==> config.mk <==
export PLATFORM = sky130hd
export DESIGN_NAME = bus_arbiter_flat
export DESIGN_NICKNAME = d
export VERILOG_FILES = /design/src/rtl/bus_arbiter_pkg.sv /design/src/rtl/bus_arbiter_if.sv /design/src/rtl/bus_arbiter_pick.sv /design/src/rtl/bus_arbiter.sv /design/src/flat_wrapper.sv
export SDC_FILE = /design/constraint.sdc
export NUM_CORES = 1
export LEC_CHECK = 0
export CORE_MARGIN = 2
export CORE_UTILIZATION = 48
export CTS_CLUSTER_DIAMETER = 30
export CTS_CLUSTER_SIZE = 14
export DETAILED_ROUTE_END_ITERATION = 10
export PLACE_DENSITY = 0.78
export SLEW_MARGIN = 20
export SYNTH_ARGS = -nofsm -noshare
export SYNTH_HDL_FRONTEND = slang
export SYNTH_SLANG_ARGS = --single-unit
export TNS_END_PERCENT = 30
==> constraint.sdc <==
create_clock -name clk -period 1.9 [get_ports clk]
set_clock_uncertainty 0.2 [all_clocks]
set_input_delay 0.38 -clock clk [delete_from_list [all_inputs] [get_ports clk]]
set_output_delay 0.38 -clock clk [all_outputs]
set_load 0.01 [all_outputs]
==> src/rtl/bus_arbiter_pkg.sv <==
// Shared definitions for the ADS bus arbiter: state encoding, default size,
// master-index width derivation.
package ads_bus_pkg;

    localparam int unsigned DEFAULT_NUM_MASTERS = 2;

    localparam logic [1:0] ST_IDLE       = 2'd0;
    localparam logic [1:0] ST_BUSY       = 2'd1;
    localparam logic [1:0] ST_SPLIT_FREE = 2'd2;
    localparam logic [1:0] ST_SPLIT_BUSY = 2'd3;

    // Width of a master index, never narrower than one bit
    function automatic int unsigned midx_width(input int unsigned n);
        return (n <= 2) ? 1 : $clog2(n);
    endfunction

endpackage

==> src/rtl/bus_arbiter_if.sv <==
// Arbitration bundle between the master ports and the central arbiter.
// slave: arbiter side; master: requester side (testbench / port logic).
interface bus_arbiter_if #(
    parameter int unsigned NUM_MASTERS = 2,
    parameter int unsigned MIDX_W      = 1
);
    logic [NUM_MASTERS-1:0] breq;
    logic [NUM_MASTERS-1:0] bgrant;
    logic [MIDX_W-1:0]      msel;
    logic                   bus_busy;
    logic                   split_req;
    logic                   split_done;
    logic [NUM_MASTERS-1:0] msplit;

    modport slave (
        input  breq, split_req, split_done,
        output bgrant, msel, bus_busy, msplit
    );

    modport master (
        output breq, split_req, split_done,
        input  bgrant, msel, bus_busy, msplit
    );
endinterface

==> src/rtl/bus_arbiter_pick.sv <==
// Combinational winner selection for the arbiter.
// ARB_ROUND_ROBIN_EN defined: first requester strictly after ptr, wrapping.
// Otherwise: lowest requesting index wins and ptr is ignored.
module arb_pick #(
    parameter int unsigned NUM_MASTERS = 2,
    parameter int unsigned MIDX_W      = 1
) (
    input  logic [NUM_MASTERS-1:0] req,
    input  logic [MIDX_W-1:0]      ptr,
    output logic [MIDX_W-1:0]      win,
    output logic                   valid
);

`ifdef ARB_ROUND_ROBIN_EN
    // Scan from ptr+1 around the ring, first hit wins
    always_comb begin
        int unsigned idx;
        valid = 1'b0;
        win   = '0;
        idx   = 0;
        for (int unsigned k = 1; k <= NUM_MASTERS; k++) begin
            idx = (int unsigned'(ptr) + k) % NUM_MASTERS;
            if (!valid && req[idx]) begin
                valid = 1'b1;
                win   = idx[MIDX_W-1:0];
            end
        end
    end
`else
    logic unused_ptr;
    assign unused_ptr = ^ptr;

    // Lowest set index wins
    always_comb begin
        valid = 1'b0;
        win   = '0;
        for (int unsigned i = 0; i < NUM_MASTERS; i++) begin
            if (!valid && req[i]) begin
                valid = 1'b1;
                win   = i[MIDX_W-1:0];
            end
        end
    end
`endif

endmodule

==> src/rtl/bus_arbiter.sv <==
// ADS bus arbiter with split-transaction support. All outputs registered.
// Optional: ARB_ROUND_ROBIN_EN selects round-robin instead of fixed priority.
module bus_arbiter
    import ads_bus_pkg::*;
#(
    parameter int unsigned NUM_MASTERS = DEFAULT_NUM_MASTERS,
    parameter int unsigned MIDX_W      = midx_width(NUM_MASTERS)
) (
    input  logic          clk,
    input  logic          rst,
    bus_arbiter_if.slave  bus
);

    logic [1:0]             state_q,  state_d;
    logic [NUM_MASTERS-1:0] bgrant_q, bgrant_d;
    logic [NUM_MASTERS-1:0] msplit_q, msplit_d;
    logic [MIDX_W-1:0]      msel_q,   msel_d;
    logic                   busy_q,   busy_d;
    logic [MIDX_W-1:0]      sown_q,   sown_d;
    logic                   done_q,   done_d;
    logic [MIDX_W-1:0]      ptr_q;

    logic [NUM_MASTERS-1:0] elig;
    logic                   split_pend;
    logic                   owner_req;
    logic                   sown_req;
    logic [MIDX_W-1:0]      win;
    logic                   win_valid;

    function automatic logic [NUM_MASTERS-1:0] onehot(input logic [MIDX_W-1:0] i);
        onehot    = '0;
        onehot[i] = 1'b1;
    endfunction

    // Requests visible to the picker exclude the suspended split owner
    always_comb begin
        split_pend = (state_q == ST_SPLIT_FREE) || (state_q == ST_SPLIT_BUSY);
        owner_req  = bus.breq[msel_q];
        sown_req   = bus.breq[sown_q];
        elig       = bus.breq & ~(split_pend ? onehot(sown_q) : '0);
    end

    arb_pick #(
        .NUM_MASTERS (NUM_MASTERS),
        .MIDX_W      (MIDX_W)
    ) u_pick (
        .req   (elig),
        .ptr   (ptr_q),
        .win   (win),
        .valid (win_valid)
    );

    // Arbitration and split state machine
    always_comb begin
        state_d  = state_q;
        bgrant_d = bgrant_q;
        msplit_d = msplit_q;
        msel_d   = msel_q;
        busy_d   = busy_q;
        sown_d   = sown_q;
        done_d   = done_q;
        case (state_q)
            ST_IDLE: begin
                if (win_valid) begin
                    bgrant_d = onehot(win);
                    msel_d   = win;
                    busy_d   = 1'b1;
                    state_d  = ST_BUSY;
                end
            end
            ST_BUSY: begin
                // Release takes precedence over a coincident split_req
                if (!owner_req) begin
                    bgrant_d = '0;
                    busy_d   = 1'b0;
                    state_d  = ST_IDLE;
                end else if (bus.split_req) begin
                    sown_d   = msel_q;
                    msplit_d = onehot(msel_q);
                    bgrant_d = '0;
                    busy_d   = 1'b0;
                    done_d   = 1'b0;
                    state_d  = ST_SPLIT_FREE;
                end
            end
            ST_SPLIT_FREE: begin
                if (!sown_req) begin
                    msplit_d = '0;
                    done_d   = 1'b0;
                    state_d  = ST_IDLE;
                end else if (bus.split_done || done_q) begin
                    msplit_d = '0;
                    bgrant_d = onehot(sown_q);
                    msel_d   = sown_q;
                    busy_d   = 1'b1;
                    done_d   = 1'b0;
                    state_d  = ST_BUSY;
                end else if (win_valid) begin
                    bgrant_d = onehot(win);
                    msel_d   = win;
                    busy_d   = 1'b1;
                    state_d  = ST_SPLIT_BUSY;
                end
            end
            default: begin // ST_SPLIT_BUSY
                if (!sown_req) begin
                    // Abort keeps the current owner unless it also released
                    msplit_d = '0;
                    done_d   = 1'b0;
                    if (owner_req) begin
                        state_d = ST_BUSY;
                    end else begin
                        bgrant_d = '0;
                        busy_d   = 1'b0;
                        state_d  = ST_IDLE;
                    end
                end else if (!owner_req) begin
                    if (done_q || bus.split_done) begin
                        msplit_d = '0;
                        bgrant_d = onehot(sown_q);
                        msel_d   = sown_q;
                        done_d   = 1'b0;
                        state_d  = ST_BUSY;
                    end else begin
                        bgrant_d = '0;
                        busy_d   = 1'b0;
                        state_d  = ST_SPLIT_FREE;
                    end
                end else if (bus.split_done) begin
                    done_d = 1'b1;
                end
            end
        endcase
    end

`ifdef ARB_ROUND_ROBIN_EN
    logic [MIDX_W-1:0] ptr_d;

    // Pointer follows every fresh grant, split re-grants included
    always_comb begin
        ptr_d = ptr_q;
        if ((bgrant_d != '0) && (bgrant_d != bgrant_q)) begin
            ptr_d = msel_d;
        end
    end

    // Round-robin pointer register
    always_ff @(posedge clk) begin
        if (rst) ptr_q <= '0;
        else     ptr_q <= ptr_d;
    end
`else
    assign ptr_q = '0;
`endif

    // State and output registers
    always_ff @(posedge clk) begin
        if (rst) begin
            state_q  <= ST_IDLE;
            bgrant_q <= '0;
            msplit_q <= '0;
            msel_q   <= '0;
            busy_q   <= 1'b0;
            sown_q   <= '0;
            done_q   <= 1'b0;
        end else begin
            state_q  <= state_d;
            bgrant_q <= bgrant_d;
            msplit_q <= msplit_d;
            msel_q   <= msel_d;
            busy_q   <= busy_d;
            sown_q   <= sown_d;
            done_q   <= done_d;
        end
    end

    assign bus.bgrant   = bgrant_q;
    assign bus.msplit   = msplit_q;
    assign bus.msel     = msel_q;
    assign bus.bus_busy = busy_q;

endmodule
==> src/flat_wrapper.sv <==
// flat-port wrapper written by rule: the top's interface ports become plain ports
module bus_arbiter_flat import ads_bus_pkg::*;
#(
    parameter int unsigned NUM_MASTERS = DEFAULT_NUM_MASTERS,
    parameter int unsigned MIDX_W      = midx_width(NUM_MASTERS)
)
  (clk, rst, bus_breq, bus_split_req, bus_split_done, bus_bgrant, bus_msel, bus_bus_busy, bus_msplit);
  bus_arbiter_if #(.NUM_MASTERS(NUM_MASTERS), .MIDX_W(MIDX_W)) bus_i ();
  input  logic clk;
  input  logic rst;
  input wire logic [$bits(bus_i.breq)-1:0] bus_breq;
  input wire logic [$bits(bus_i.split_req)-1:0] bus_split_req;
  input wire logic [$bits(bus_i.split_done)-1:0] bus_split_done;
  output wire logic [$bits(bus_i.bgrant)-1:0] bus_bgrant;
  output wire logic [$bits(bus_i.msel)-1:0] bus_msel;
  output wire logic [$bits(bus_i.bus_busy)-1:0] bus_bus_busy;
  output wire logic [$bits(bus_i.msplit)-1:0] bus_msplit;
  assign bus_i.breq = bus_breq;
  assign bus_i.split_req = bus_split_req;
  assign bus_i.split_done = bus_split_done;
  assign bus_bgrant = bus_i.bgrant;
  assign bus_msel = bus_i.msel;
  assign bus_bus_busy = bus_i.bus_busy;
  assign bus_msplit = bus_i.msplit;
  bus_arbiter #(.NUM_MASTERS(NUM_MASTERS), .MIDX_W(MIDX_W)) u_core (.clk(clk), .rst(rst), .bus(bus_i));
endmodule
Word level (Yosys, flattened, before mapping)
Cells that the tools add are included.
Widths: inputs -> output; s select.
{"block": "word_totals", "latch_bits": 0, "regBits": 10, "mem_count": 0, "out_inout_bits": 6, "mem_bits_rw": 0, "rom_bits": 0}
{"block": "classes", "reduce_logical": 17, "n_shift": 0, "addsub": 0, "order_cmp": 6, "n_mul": 0, "n_mux": 66, "n_div": 0, "bitwise_logic": 4, "eq_ne": 15}
{"operator": "$mux 2", "n": 25}
{"operator": "$mux 1", "n": 32}
{"operator": "$pmux 2 s3", "n": 3}
{"operator": "$reduce_and 4->1", "n": 4}
{"operator": "$ne 5x5->1 const B", "n": 3}
{"operator": "$ne 4x4->1 const B", "n": 3}
{"operator": "$pmux 1 s3", "n": 3}
{"operator": "$lt 1x2->1 const B", "n": 3}
{"operator": "$ne 3x3->1 const B", "n": 2}
{"operator": "$reduce_and 3->1", "n": 2}
{"operator": "$reduce_and 5->1", "n": 1}
{"operator": "$eq 2x2->1 const B", "n": 2}
{"operator": "$logic_and 1x1->1", "n": 4}
{"operator": "$ne 2x1->1 const B", "n": 2}
{"operator": "$ne 2x2->1 const B", "n": 2}
{"operator": "$demux 1 s1", "n": 3}
{"operator": "$ge 1x1->1 const B", "n": 3}
{"operator": "$reduce_bool 3->1", "n": 1}
{"operator": "$and 2x2->2", "n": 1}
{"operator": "$eq 2x1->1 const B", "n": 1}
{"operator": "$logic_not 2->1", "n": 1}
{"operator": "$logic_or 1x1->1", "n": 2}
{"operator": "$not 1->1", "n": 2}
{"operator": "$not 2->2", "n": 1}
{"operator": "2 further kinds", "n": 2}

Longest topological paths before layout
{"block": "logic_depth", "word_depth": 19, "depth_mapped": 8, "ltp_nobuf": 7}

Cells and area by module
From an unflattened synthesis, not the netlist that was laid out.
{"block": "unflattened", "cells_unflattened": 121, "hier_area_um2": 974.7}
{"module": "bus_arbiter", "instances": 1, "area_per_inst_um2": 962.2, "cells_per_inst": 119, "seq_area_each_um2": 200.2}
{"module": "arb_pick", "instances": 1, "area_per_inst_um2": 12.5, "cells_per_inst": 2, "seq_area_each_um2": 0.0}

Least setup slack after synthesis
OpenSTA, ideal clock, no wires.
{"block": "synth_timing", "kind": "reg2reg", "from": "reg u_core.state_q[1]", "to": "reg u_core.state_q[1]", "period_less_slack_ns": 1.992, "arrival_ns": 1.673, "setup_ns": 0.119, "slack_ns": -0.092, "stages_incl_launch_ff": 7, "cell_sequence": "dfxtp_1 inv_1 ha_1 clkbuf_1 or3_4 o221a_4 o221a_1"}
{"block": "synth_via", "elab_chain_cells": 11}
{"item": "start, declared", "line": "bus_arbiter.sv:14", "source": "logic [1:0] state_q, state_d;"}
{"item": "start signal, assigned", "line": "bus_arbiter.sv:167", "source": "state_q <= state_d;"}
{"item": "$eq 2x2->1, on equally long branches", "line": "bus_arbiter.sv:37, bus_arbiter.sv:62"}
{"item": "$logic_or 1x1->1", "line": "bus_arbiter.sv:37", "source": "split_pend = (state_q == ST_SPLIT_FREE) || (state_q == ST_SPLIT_BUSY);"}
{"item": "$mux 2", "line": "bus_arbiter.sv:40", "source": "elig = bus.breq & ~(split_pend ? onehot(sown_q) : '0);"}
{"item": "$not 2->2", "line": "bus_arbiter.sv:40"}
{"item": "$and 2x2->2", "line": "bus_arbiter.sv:40"}
{"item": "$mux 1", "line": "bus_arbiter_pick.sv:38", "source": "if (!valid && req[i]) begin"}
{"item": "$logic_not 1->1", "line": "bus_arbiter_pick.sv:38"}
{"item": "$logic_and 1x1->1", "line": "bus_arbiter_pick.sv:38"}
{"item": "$mux 1", "line": "bus_arbiter_pick.sv:38"}
{"item": "$ne 4x4->1 (no source line) / $ne 2x2->1 (equally long branches)"}
{"item": "$reduce_and 4->1 (no source line)"}
Several ways; a longest one is shown, not always the timed one.
A chain may end at the register's enable or synchronous reset.

Worst setup path after layout
{"block": "layout_timing", "from": "reg u_core.state_q[0]", "to": "reg u_core.msel_q, in the netlist u_core.bus.msel"}
{"block": "layout_via", "elab_chain_cells": 13}
{"item": "$eq 2x2->1, on equally long branches", "line": "bus_arbiter.sv:37, bus_arbiter.sv:62"}
{"item": "$logic_or 1x1->1", "line": "bus_arbiter.sv:37"}
{"item": "$mux 2", "line": "bus_arbiter.sv:40"}
{"item": "$not 2->2", "line": "bus_arbiter.sv:40"}
{"item": "$and 2x2->2", "line": "bus_arbiter.sv:40"}
{"item": "$mux 1", "line": "bus_arbiter_pick.sv:38"}
{"item": "$logic_not 1->1", "line": "bus_arbiter_pick.sv:38"}
{"item": "$logic_and 1x1->1", "line": "bus_arbiter_pick.sv:38"}
{"item": "$mux 1", "line": "bus_arbiter_pick.sv:38"}
{"item": "$mux 1", "line": "bus_arbiter.sv:64, bus_arbiter.sv:98"}
{"item": "$mux 1", "line": "bus_arbiter.sv:91", "source": "end else if (bus.split_done || done_q) begin"}
{"item": "$mux 1", "line": "bus_arbiter.sv:87", "source": "if (!sown_req) begin"}
{"item": "$pmux 1 s3", "line": "bus_arbiter.sv:62", "source": "case (state_q)"}
{"item": "end signal, assigned", "line": "bus_arbiter.sv:170", "source": "msel_q <= msel_d;"}
{"item": "end, declared", "line": "bus_arbiter.sv:17", "source": "logic [MIDX_W-1:0] msel_q, msel_d;"}
Several ways; a longest one is shown, not always the timed one. The select of a mux whose other input is x is not followed.

==> impl_metrics.env <==
export IMPL_synthSimpleGateAreaFrac_pct=15.8
export IMPL_setup_viol=0
export IMPL_wirelength_um=2920
export IMPL_required_ps=1860
export IMPL_synth_seq_area_share_pct=21.5
export IMPL_cp_cell_sequence="inv_1 -> ha_4 -> buf_4 -> inv_2 -> a21boi_0 -> a21oi_1 -> a21oi_1 -> a311oi_1"
export IMPL_flow_area_growth_from_synthesis_pct=39.7
export IMPL_critPathBufInv=3
export IMPL_worst_ir_drop_vdd_mv=0.823
export IMPL_internal_power_w=0.00102
export IMPL_clock_tree_htree_level_count=1
export IMPL_synthAdderAreaFrac_pct=5.37
export IMPL_floorplan_initialDensity_pct=52.3
export IMPL_final_cells=174
export IMPL_static_leakage_power_nw=0.484
export IMPL_detailroute_via_count=1098
export IMPL_seq_power_share_pct=20.1
export IMPL_synth_ff_latch_count=10
export IMPL_critical_path_top_delay_family="compound AO/OA/AOI/OAI gates"
export IMPL_postSynth_asyncResetShare_pct=0
export IMPL_hpwl_after_dpl_um=2050
export IMPL_power_clock_fraction_pct=11.6
export IMPL_number_of_i_o_port_buffers=11
export IMPL_antenna_found_initial=0
export IMPL_path_clk_slew_ps=80
export IMPL_drt_first_pass_iters=4
export IMPL_insertion_delay_ps=280
export IMPL_final_period_util_pct=99.8
export IMPL_synth_edf_count=0
export IMPL_die_height_um=48.1
export IMPL_tritoncts="done"
export IMPL_detailroute_wirelength_met3_um=246
export IMPL_cap_violations=0
export IMPL_finalWeightedCongestion=0.986
export IMPL_cts_path_max_buffers=2
export IMPL_synth_xor_area_share_pct=0
export IMPL_crit_path_depth=8
export IMPL_post_synth_inst_count=121
export IMPL_synth_area_top_cells="dfxtp_1 (21%), o21ai_0 (6.4%), ha_1 (5.4%), mux2i_1 (5.4%), a21oi_1 (4.8%)"
export IMPL_rows=15
export IMPL_synthMostInstantiatedCell="o21ai_0"
export IMPL_max_freq_mhz=528
export IMPL_post_synth_num_cell_types=45
export IMPL_max_slew_worst_pin_slew_ps=260
export IMPL_clock_root_buffer="clkbuf_4"
export IMPL_fp_coreArea_um2=1780
export IMPL_drc=0
export IMPL_cts_made_buffers=3
export IMPL_antenna_diode_count=0
export IMPL_wl_per_cell_um=16.8
export IMPL_highest_signal_layer="met4"
export IMPL_hold_violation_total_from_the_final_report=0
export IMPL_finalNetCount=160
export IMPL_synth_main_ff_cell="dfxtp_1"
export IMPL_muxShareOfSynthArea_pct=8.99
export IMPL_slew_viol_final=0
export IMPL_syn_area_per_cell_um2=7.70
export IMPL_powerDensity_nw_per_um2=1390
export IMPL_antenna_left=0
export IMPL_grt_usage_pct=28.3
export IMPL_cp_arrival_ps=1860
export IMPL_grt_start_max_net_pins=12
export IMPL_mappedNetlistNets=131
export IMPL_boundaryPins=12
export IMPL_worst_path_max_delay_cell="dfxtp_4"
export IMPL_global_route_wire_length_before_repair_um=4480
export IMPL_drive_gt1_share_pct=36.2
export IMPL_die_width_um=48.1
export IMPL_critical_path_max_stage_delay_ps=380
export IMPL_synth_top_cell_area_share_pct=21.5
export IMPL_placed_cells=166
export IMPL_synth_top_family_by_area="compound AO/OA/AOI/OAI gates"
export IMPL_wl_met1_um=1210
export IMPL_maxSlewHeadroom_pct=82.1
export IMPL_critPathLaunchType="flip-flop"
export IMPL_min_delay_path_class="reg -> reg"
export IMPL_comb_power_share_pct=68.4
export IMPL_ys_warn_count=0
export IMPL_layout_min_cycle_time_ps=1900
export IMPL_synth_compound_gate_area_share_pct=38.9
export IMPL_timing_critical_path_fanout_max=7
export IMPL_synthDominantAreaCellType="dfxtp_1"
export IMPL_ys_top_cells_by_count="o21ai_0 (12), dfxtp_1 (10), a21oi_1 (9)"
export IMPL_timing_hold_ws_ps=284
export IMPL_first_global_vias=994
export IMPL_p_sw_w=0.000791
export IMPL_remaining_global_route_overflow=0
export IMPL_detail_route_vias_per_cell=6.31
export IMPL_die_area_um2=2310
export IMPL_status="completed"
export IMPL_route_met2_wl_um=1390
export IMPL_crit_path_frequent_cell="a21oi_1"
export IMPL_mappedNetlistArea_um2=932
export IMPL_cp_end_kind="flip-flop"
export IMPL_sw_frac_of_total_pct=43.6
export IMPL_hold_path_depth=2
export IMPL_drtIter0Drc=81
export IMPL_total_power_consumption_w=0.00181
export IMPL_timing_reg2reg_worst_path_depth=8
export IMPL_clkSinkCount=10
export IMPL_timing_setup_critical_path_class="reg -> reg"
[per-layer routing]
layer	GRT usage (%)	up-vias
li1	-	505
met1	34.8	511
met2	46.4	67
met3	8.30	15
met4	10.8	0
met5	0	-
[tightest hold or removal path, stage by stage, from the launching register on]
cell and delay, ps:
dfxtp_1 320, nand2_1 60, o32ai_1 70
[final timing paths]
check,start,to,slack (ps)
worst max-delay path,u_core.state_q[0],u_core.bus.msel,4
worst min-delay path,u_core.bus.msplit[0],u_core.bus.msplit[0],280
worst max register to register,u_core.state_q[0],u_core.bus.msel,4
worst min register to register,u_core.bus.msplit[0],u_core.bus.msplit[0],280
[stage by stage]
stage / setup TNS [ps] / util [%] / area (um2) / setup WS, ps
6_report: 0 / 73.1 / 1300 / 4.45
5_1_grt: -60.3 / 73.1 / 1300 / -30.3
4_1_cts: -1.40 / 68.8 / 1230 / -1.40
2_1_floorplan: 0 / - / 953 / 14.4
3_5_place_dp: -3510 / 66.4 / 1180 / -438
3_3_place_gp: -2790 / 66.4 / 1180 / -373
[cells by family (layout without fill, tap and decap cells)]
| logic type | after synthesis | after routing |
|---|---|---|
| AOI/OAI and AO/OA | 51 | 51 |
| adders and majority gates | 4 | 4 |
| buffers and inverters | 19 | 47 |
| DFF | 10 | 10 |
| muxes | 7 | 7 |
| and+or+nand+nor | 30 | 30 |
[cell type report]
class | instances | area (um2)
sequential | 10 | 210
multi-input combinational | 92 | 694
inverter | 8 | 30.0
clock buffer | 4 | 36.3
tap | 25 | 31.3
fill | 128 | 480
timing repair buffer | 35 | 300
[cell usage in the layout, fill, tap and decap left out, drive strengths merged, types with 6 or more instances in the layout]
| master | netlist | layout |
|---|---|---|
| buf | 7 | 24 |
| o21ai | 13 | 13 |
| a21oi | 10 | 10 |
| dfxtp | 10 | 10 |
| clkdlybuf4s50 | 0 | 9 |
| nand2 | 9 | 9 |
| inv | 8 | 8 |
| nor2 | 8 | 8 |
| mux2i | 6 | 6 |
[state kept, by name, summed over array words and instances, names as in the netlist]
name	cells
u_core.done_q	1
u_core.state_q	2
u_core.sown_q	1
u_core.bus.msplit	2
u_core.bus.bus_busy	1
u_core.bus.msel	1
u_core.bus.bgrant	2
[power groups by stage]
stage	Clock, W	Sequential [W]	Combinational [W]
after floorplan	0	0.000352	0.000743
after global placement	0	0.000348	0.00105
after detailed placement	0	0.000352	0.00109
after CTS	0.000209	0.000351	0.00111
after global routing	0.000222	0.000373	0.00135
final	0.000210	0.000364	0.00124
[what timing repair did]
item                                    CTS  global route
hold buffers                              0             0
endpoints found under the setup margin   11             7
resized for setup                         5            14
setup buffers                             0             4
pin swaps                                 0             4
Power figures use the tool's default switching activity.
